<file path="config.mk">
export PLATFORM = sky130hd
export DESIGN_NAME = sub4u_serial
export DESIGN_NICKNAME = d
export VERILOG_FILES = /design/src/rtl/sub4u_serial.sv
export SDC_FILE = /design/constraint.sdc
export NUM_CORES = 1
export LEC_CHECK = 0
export BUFFER_PORTS_ARGS = -buffer_cell sky130_fd_sc_hd__buf_4
export CAP_MARGIN = 20
export CORE_MARGIN = 2
export CORE_UTILIZATION = 52
export DETAILED_ROUTE_END_ITERATION = 10
export PLACE_DENSITY = 0.76
export SYNTH_ARGS = -nofsm -noshare
export SYNTH_HDL_FRONTEND = slang
export SYNTH_SLANG_ARGS = --single-unit
</file>
<file path="constraint.sdc">
create_clock -name clk -period 1.6 [get_ports clk]
set_input_delay 0.08 -clock clk [delete_from_list [all_inputs] [get_ports clk]]
set_output_delay 0.08 -clock clk [all_outputs]
set_load 0.1 [all_outputs]
</file>
<file path="src/rtl/sub4u_serial.sv">
// Bit-serial unsigned subtractor: computes a - b LSB-first, one bit per clock,
// with valid/ready handshakes on both the operand and result sides.
//
// state | meaning
// IDLE  | waiting for an operand pair (in_ready=1)
// RUN   | one difference bit per clock, WIDTH clocks
// DONE  | result presented (out_valid=1) until out_ready
module sub4u_serial #(
    parameter int WIDTH = 4
) (
    input  logic             clk,
    input  logic             rst_n,
    input  logic             in_valid,
    output logic             in_ready,
    input  logic [WIDTH-1:0] a,
    input  logic [WIDTH-1:0] b,
    output logic             out_valid,
    input  logic             out_ready,
    output logic [WIDTH-1:0] diff,
    output logic             borrow,
    output logic             zero
);

    localparam int CW = (WIDTH > 1) ? $clog2(WIDTH) : 1;

    typedef enum logic [1:0] {
        IDLE = 2'd0,
        RUN  = 2'd1,
        DONE = 2'd2
    } state_t;

    state_t           state;
    state_t           state_nxt;

    logic [WIDTH-1:0] a_sh;
    logic [WIDTH-1:0] b_sh;
    logic [WIDTH-2:0] d_sh;
    logic             br;
    logic [CW-1:0]    cnt;

    logic [WIDTH-1:0] diff_q;
    logic             borrow_q;
    logic             zero_q;

    logic             accept;
    logic             drain;
    logic             last_bit;
    logic             d_bit;
    logic             br_nxt;
    logic [WIDTH-1:0] d_full;

    assign accept   = in_valid & (state == IDLE);
    assign drain    = out_ready & (state == DONE);
    assign last_bit = (cnt == CW'(WIDTH - 1));

    // Full-subtractor cell on the current LSBs.
    assign d_bit  = a_sh[0] ^ b_sh[0] ^ br;
    assign br_nxt = (~a_sh[0] & b_sh[0]) | (~(a_sh[0] ^ b_sh[0]) & br);
    assign d_full = {d_bit, d_sh};

    always_ff @(posedge clk or negedge rst_n) begin
        if (!rst_n) begin
            state <= IDLE;
        end else begin
            state <= state_nxt;
        end
    end

    always_comb begin
        state_nxt = state;
        case (state)
            IDLE: begin
                if (accept) begin
                    state_nxt = RUN;
                end
            end
            RUN: begin
                if (last_bit) begin
                    state_nxt = DONE;
                end
            end
            DONE: begin
                if (drain) begin
                    state_nxt = IDLE;
                end
            end
            default: begin
                state_nxt = IDLE;
            end
        endcase
    end

    // Result registers are loaded only on the final RUN edge, so the previous
    // result stays visible while the next one is being computed.
    always_ff @(posedge clk or negedge rst_n) begin
        if (!rst_n) begin
            a_sh     <= '0;
            b_sh     <= '0;
            d_sh     <= '0;
            br       <= 1'b0;
            cnt      <= '0;
            diff_q   <= '0;
            borrow_q <= 1'b0;
            zero_q   <= 1'b0;
        end else if (accept) begin
            a_sh <= a;
            b_sh <= b;
            d_sh <= '0;
            br   <= 1'b0;
            cnt  <= '0;
        end else if (state == RUN) begin
            a_sh <= a_sh >> 1;
            b_sh <= b_sh >> 1;
            d_sh <= d_full[WIDTH-1:1];
            br   <= br_nxt;
            cnt  <= cnt + CW'(1);
            if (last_bit) begin
                diff_q   <= d_full;
                borrow_q <= br_nxt;
                zero_q   <= (d_full == '0);
            end
        end
    end

    assign in_ready  = (state == IDLE);
    assign out_valid = (state == DONE);
    assign diff      = diff_q;
    assign borrow    = borrow_q;
    assign zero      = zero_q;

endmodule
</file>
# Yosys cells after proc, flatten, opt, wreduce, memory -nomap -nowiden
# Index checks and enable logic that the tools add are counted.
# Widths: inputs -> output; s select.
dict set report classes {
  add_sub_neg 1
  n_eq_ne 6
  muxes 14
  bitwise 10
  reduce_logical 5
}
# operator n
set op_table {}
lappend op_table {{$mux 4} 4}
lappend op_table {{$mux 2} 5}
lappend op_table {{$mux 3} 2}
lappend op_table {{$pmux 2 s3} 1}
lappend op_table {{$reduce_and 3->1} 2}
lappend op_table {{$and 1x1->1} 4}
lappend op_table {{$eq 2x2->1 const B} 2}
lappend op_table {{$logic_not 4->1} 1}
lappend op_table {{$ne 2x1->1 const B} 2}
lappend op_table {{$not 1->1} 3}
lappend op_table {{$add 2x1->2 const B} 1}
lappend op_table {{$eq 2x1->1 const B} 1}
lappend op_table {{$logic_not 2->1} 1}
lappend op_table {{$mux 1} 2}
lappend op_table {{$ne 2x2->1 const B} 1}
lappend op_table {{$reduce_bool 2->1} 1}
lappend op_table {{$xor 1x1->1} 2}
lappend op_table {{$or 1x1->1} 1}
dict set report totals {
  reg_bits 22
  in_bits 12
  output_inout_bits 8
  wordCells 45
}

# Longest topological paths before layout
dict set report depth {
  word_depth 6
  ltp_mapped 4
  depth_no_buf 4
}

# Worst setup path after synthesis
# OpenSTA, ideal clock, no wires.
dict set report synth_path {
  path_kind {reg2reg}
  start {reg state[0]}
  end {reg b_sh[0]}
  arrival_time_ps 2282
  required_ps 1481
  setup_slack_ps -801
  path_stages_with_launch 5
  synth_period_minus_slack_ps 2401
  path_cell_list {dfrtp_1 > buf_6 > nor2_1 > a32oi_1 > nor2b_1}
}
dict set report synth_between {
  elab_chain_len 3
  word_cells_on_any_way 5
  cone_classes {1 x eq/ne; 1 x mux; 1 x bitwise; 2 x reduce/logical}
}
# item line
set synth_lines {}
lappend synth_lines {{from (decl)} 32} ;# state_t state;
lappend synth_lines {{from (signal assigned)} 65} ;# state <= state_nxt;
lappend synth_lines {{$logic_not 2->1 *} n/a}
lappend synth_lines {{via in_ready} 14} ;# output logic in_ready,
lappend synth_lines {{$and 1x1->1 *} 52} ;# assign accept = in_valid & (state == IDLE);
lappend synth_lines {{$mux 4 / $reduce_bool 2->1 (equally long branches)} n/a}
lappend synth_lines {{to (signal assigned)} 113} ;# b_sh <= b_sh >> 1;
lappend synth_lines {{to (decl)} 36} ;# logic [WIDTH-1:0] b_sh;
# Mark *: on every way through the listed nets, which the timed path passes. The rest lies on a longest branch.
# A chain may end at the register's enable or synchronous reset.

# Worst setup path in the final report
dict set report layout_path {
  start {reg a_sh[0]}
  end {reg zero_q (netlist: zero)}
}
dict set report layout_between {
  elab_chain_len 3
}
# item line
set layout_lines {}
lappend layout_lines {{from (decl)} 35} ;# logic [WIDTH-1:0] a_sh;
lappend layout_lines {{from (signal assigned)} 112} ;# a_sh <= a_sh >> 1;
lappend layout_lines {{$xor 1x1->1 (2 in a row)} 57} ;# assign d_bit = a_sh[0] ^ b_sh[0] ^ br;
lappend layout_lines {{via d_bit} 48} ;# logic d_bit;
lappend layout_lines {{$logic_not 4->1} 120} ;# zero_q <= (d_full == '0);
lappend layout_lines {{to (signal assigned)} 120}
lappend layout_lines {{to (decl)} 43} ;# logic zero_q;
# The timed path passes the listed nets, and every way through them passes these cells.

==> results.txt <==
# Max-Cap Violations: 0
Slew @ Worst Pin: 351 ps
slew margin rel.: 76.3%
sequential cell area fraction in the yosys report: 57.2%
status: finished clean
largest net degree at the start of global routing: 23
number of diodes: 0
hold endpoint: a_sh[3]
total congestion overflow: 0
Seq cells post-synth: 22
clk buf depth: 2
TritonRoute pass-1 iters: 4
Ports: 20
layout cells sized above 1: 32.7%
storage element area: 552 um^2
Critical Path RT: 1840 ps
Final nets: 122
area of the multi-input gates: 373 um^2
critical path peak fanout: 3
dominant cell type by area after synthesis: dfrtp_1
Arr. time, crit path: 1780 ps
vias in the first global route: 706
mapped cell area: 962 um^2
R2R Path Start: a_sh[0]
RSZ-0062 raised after global routing: no
WL/cell: 13.8 um
clk slew on worst S/H paths: 120 ps
Num CTS Buffers: 3
die width: 47.0 um
Residual DRC: 0
worst hold stages: 3
final setup TNS: 0 ps
warnings from Yosys: 0
Fillers: 134
CTS Sinks: 22
Synth area leaders: dfrtp_1 (57%), mux2_2 (4.7%), a22o_1 (3.6%)
FF-to-FF End: zero
DIE AREA: 2210 um^2
worst min path class: input pin to register
reg-to-reg slack, setup: 60 ps
CTS tree: yes
DP HPWL: 1370 um
min cycle time layout: 1540 ps
vias per cell: 5.45
worst r2r path cells: 3
Initial Utilization: 55.7%
H-tree Lvls: 1
critical path type: register to register
Synth Flop Type: dfrtp_1
most frequent cell after synthesis: dfrtp_1
HP Start: a[3]
Row Count: 15
Post-Syn Instances: 80
clock root cell: clkbuf_4
Unique masters post-synth: 28
syn nets: 94
initial DRC count: 10
CORE AREA: 1730 um^2
Clock Latency Late Sink: 300 ps
Mean Syn Cell Area: 12.0 um^2
antenna viol nets, final: 0
Area Growth Syn to Fin: 28.0%
first-pass GRT wire length: 3150 um
gr usage total: 21.2%
clk_skew: 2.02 ps
final setup vio count: 0
total number of vias: 720
post-route clock period utilization: 96.2%
Max Clk Rate: 650 MHz
top cell type's share of synthesized area: 57.2%
number of flops mapped to enable cells by yosys: 0
IO buf count: 19
final RePlAce weighted congestion: 0.797
Min Hold Slack: 21.0 ps
Final Hold Fails: 0
final WL: 1830 um
ys async rst share: 100%
Die Span Y: 47.0 um
Post-synth top cells: dfrtp_1 (22), inv_1 (8), nand2_1 (5), a22o_1 (4), mux2_2 (4)
Startpoint Class: register
crit end category: register
fin. max-slew vios: 0
initial antenna violation count: 0
## metal layers
| layer | vias to the layer above | part of all wire (%) | track usage [%] |
|---|---|---|---|
| met2 | 19 | 50 | 32.9 |
| met1 | 353 | 44 | 28.9 |
| met5 | - | 0 | 0 |
| met4 | 0 | 1.7 | 8.89 |
| met3 | 4 | 4.5 | 4.62 |
| li1 | 344 | - | - |
## metrics by stage
step	setup WS (ps)	area (um^2)	cells	util (%)
5_1_grt	4.64	1230	132	71.3
2_1_floorplan	103	970	80	-
6_report	61.3	1230	132	71.3
3_5_place_dp	72.3	1150	125	66.6
3_3_place_gp	113	1150	125	66.6
4_1_cts	44.5	1220	131	70.8
## sequential cells by signal (all words and copies together), names as in the netlist
register / flops
d_sh: 3
state: 2
borrow: 1
br: 1
b_sh: 4
zero: 1
cnt: 2
diff: 4
a_sh: 4
## how the worst max path moves through the flow
stage / start / to / cells past startpoint
2_1_floorplan: state[0] / b_sh[0] / 4
5_1_grt: a_sh[0] / zero / 3
3_3_place_gp: a_sh[0] / zero / 3
3_5_place_dp: a_sh[0] / zero / 3
4_1_cts: a_sh[0] / zero / 3
6_report: a_sh[0] / zero / 3
## cell type report
class	instances	area share [%]
sequential	22	44.8
multi-input combinational	48	30.3
timing repair buffer	25	15.7
tap	25	2.54
clock inverter	1	2.44
inverter	8	2.44
clock buffer	3	1.83
## kinds of logic after synthesis
logic type	synth area share [%]
flops	57.2
mux	4.68
simple gates	10.8
fa+ha+maj	3.38
compound gates	19.1
buf+inv	4.81
## repair_timing
action / 4_1_cts / 5_1_grt
resized for setup: 0 / 1
setup endpoints to repair: 0 / 2
hold buffers: 2 / 0
buffers inserted: 0 / 1
endpoints found under the hold margin: 23 / 0
## critical path: stages, from the launching register on
cell and delay [ps]:
dfrtp_1 430, fa_1 520, or4_1 400, o21ai_1 120
## layout by cell type, fill, tap and decap left out
master / netlist / routed
buf_4: 0 / 23
dfrtp_1: 22 / 21
inv_1: 8 / 8
nand2_1: 5 / 5
a22o_1: 4 / 4
mux2_2: 4 / 4
nand2b_1: 3 / 3
o32ai_1: 3 / 3
a2bb2oi_1: 3 / 3
o22a_1: 3 / 3
o21ai_0: 3 / 3
clkbuf_4: 0 / 3
a21oi_1: 2 / 2
nor2b_1: 2 / 2
a32oi_1: 2 / 2
dlygate4sd3_1: 0 / 2
nor2_4: 0 / 1
o21bai_1: 1 / 1
nor2_1: 2 / 1
nor2_2: 1 / 1
nor4b_1: 1 / 1
nor3_1: 1 / 1
o2bb2ai_1: 1 / 1
and2b_1: 1 / 1
nand3b_2: 1 / 1
o22ai_1: 1 / 1
or4_1: 1 / 1
o21ai_1: 1 / 1
fa_1: 1 / 1
ha_1: 1 / 1
bufinv_16: 0 / 1
dfrtp_2: 0 / 1
Power is left out: the tool's default activity adds up to more than one toggle a clock period on the data nets, which glitch-free logic cannot reach.
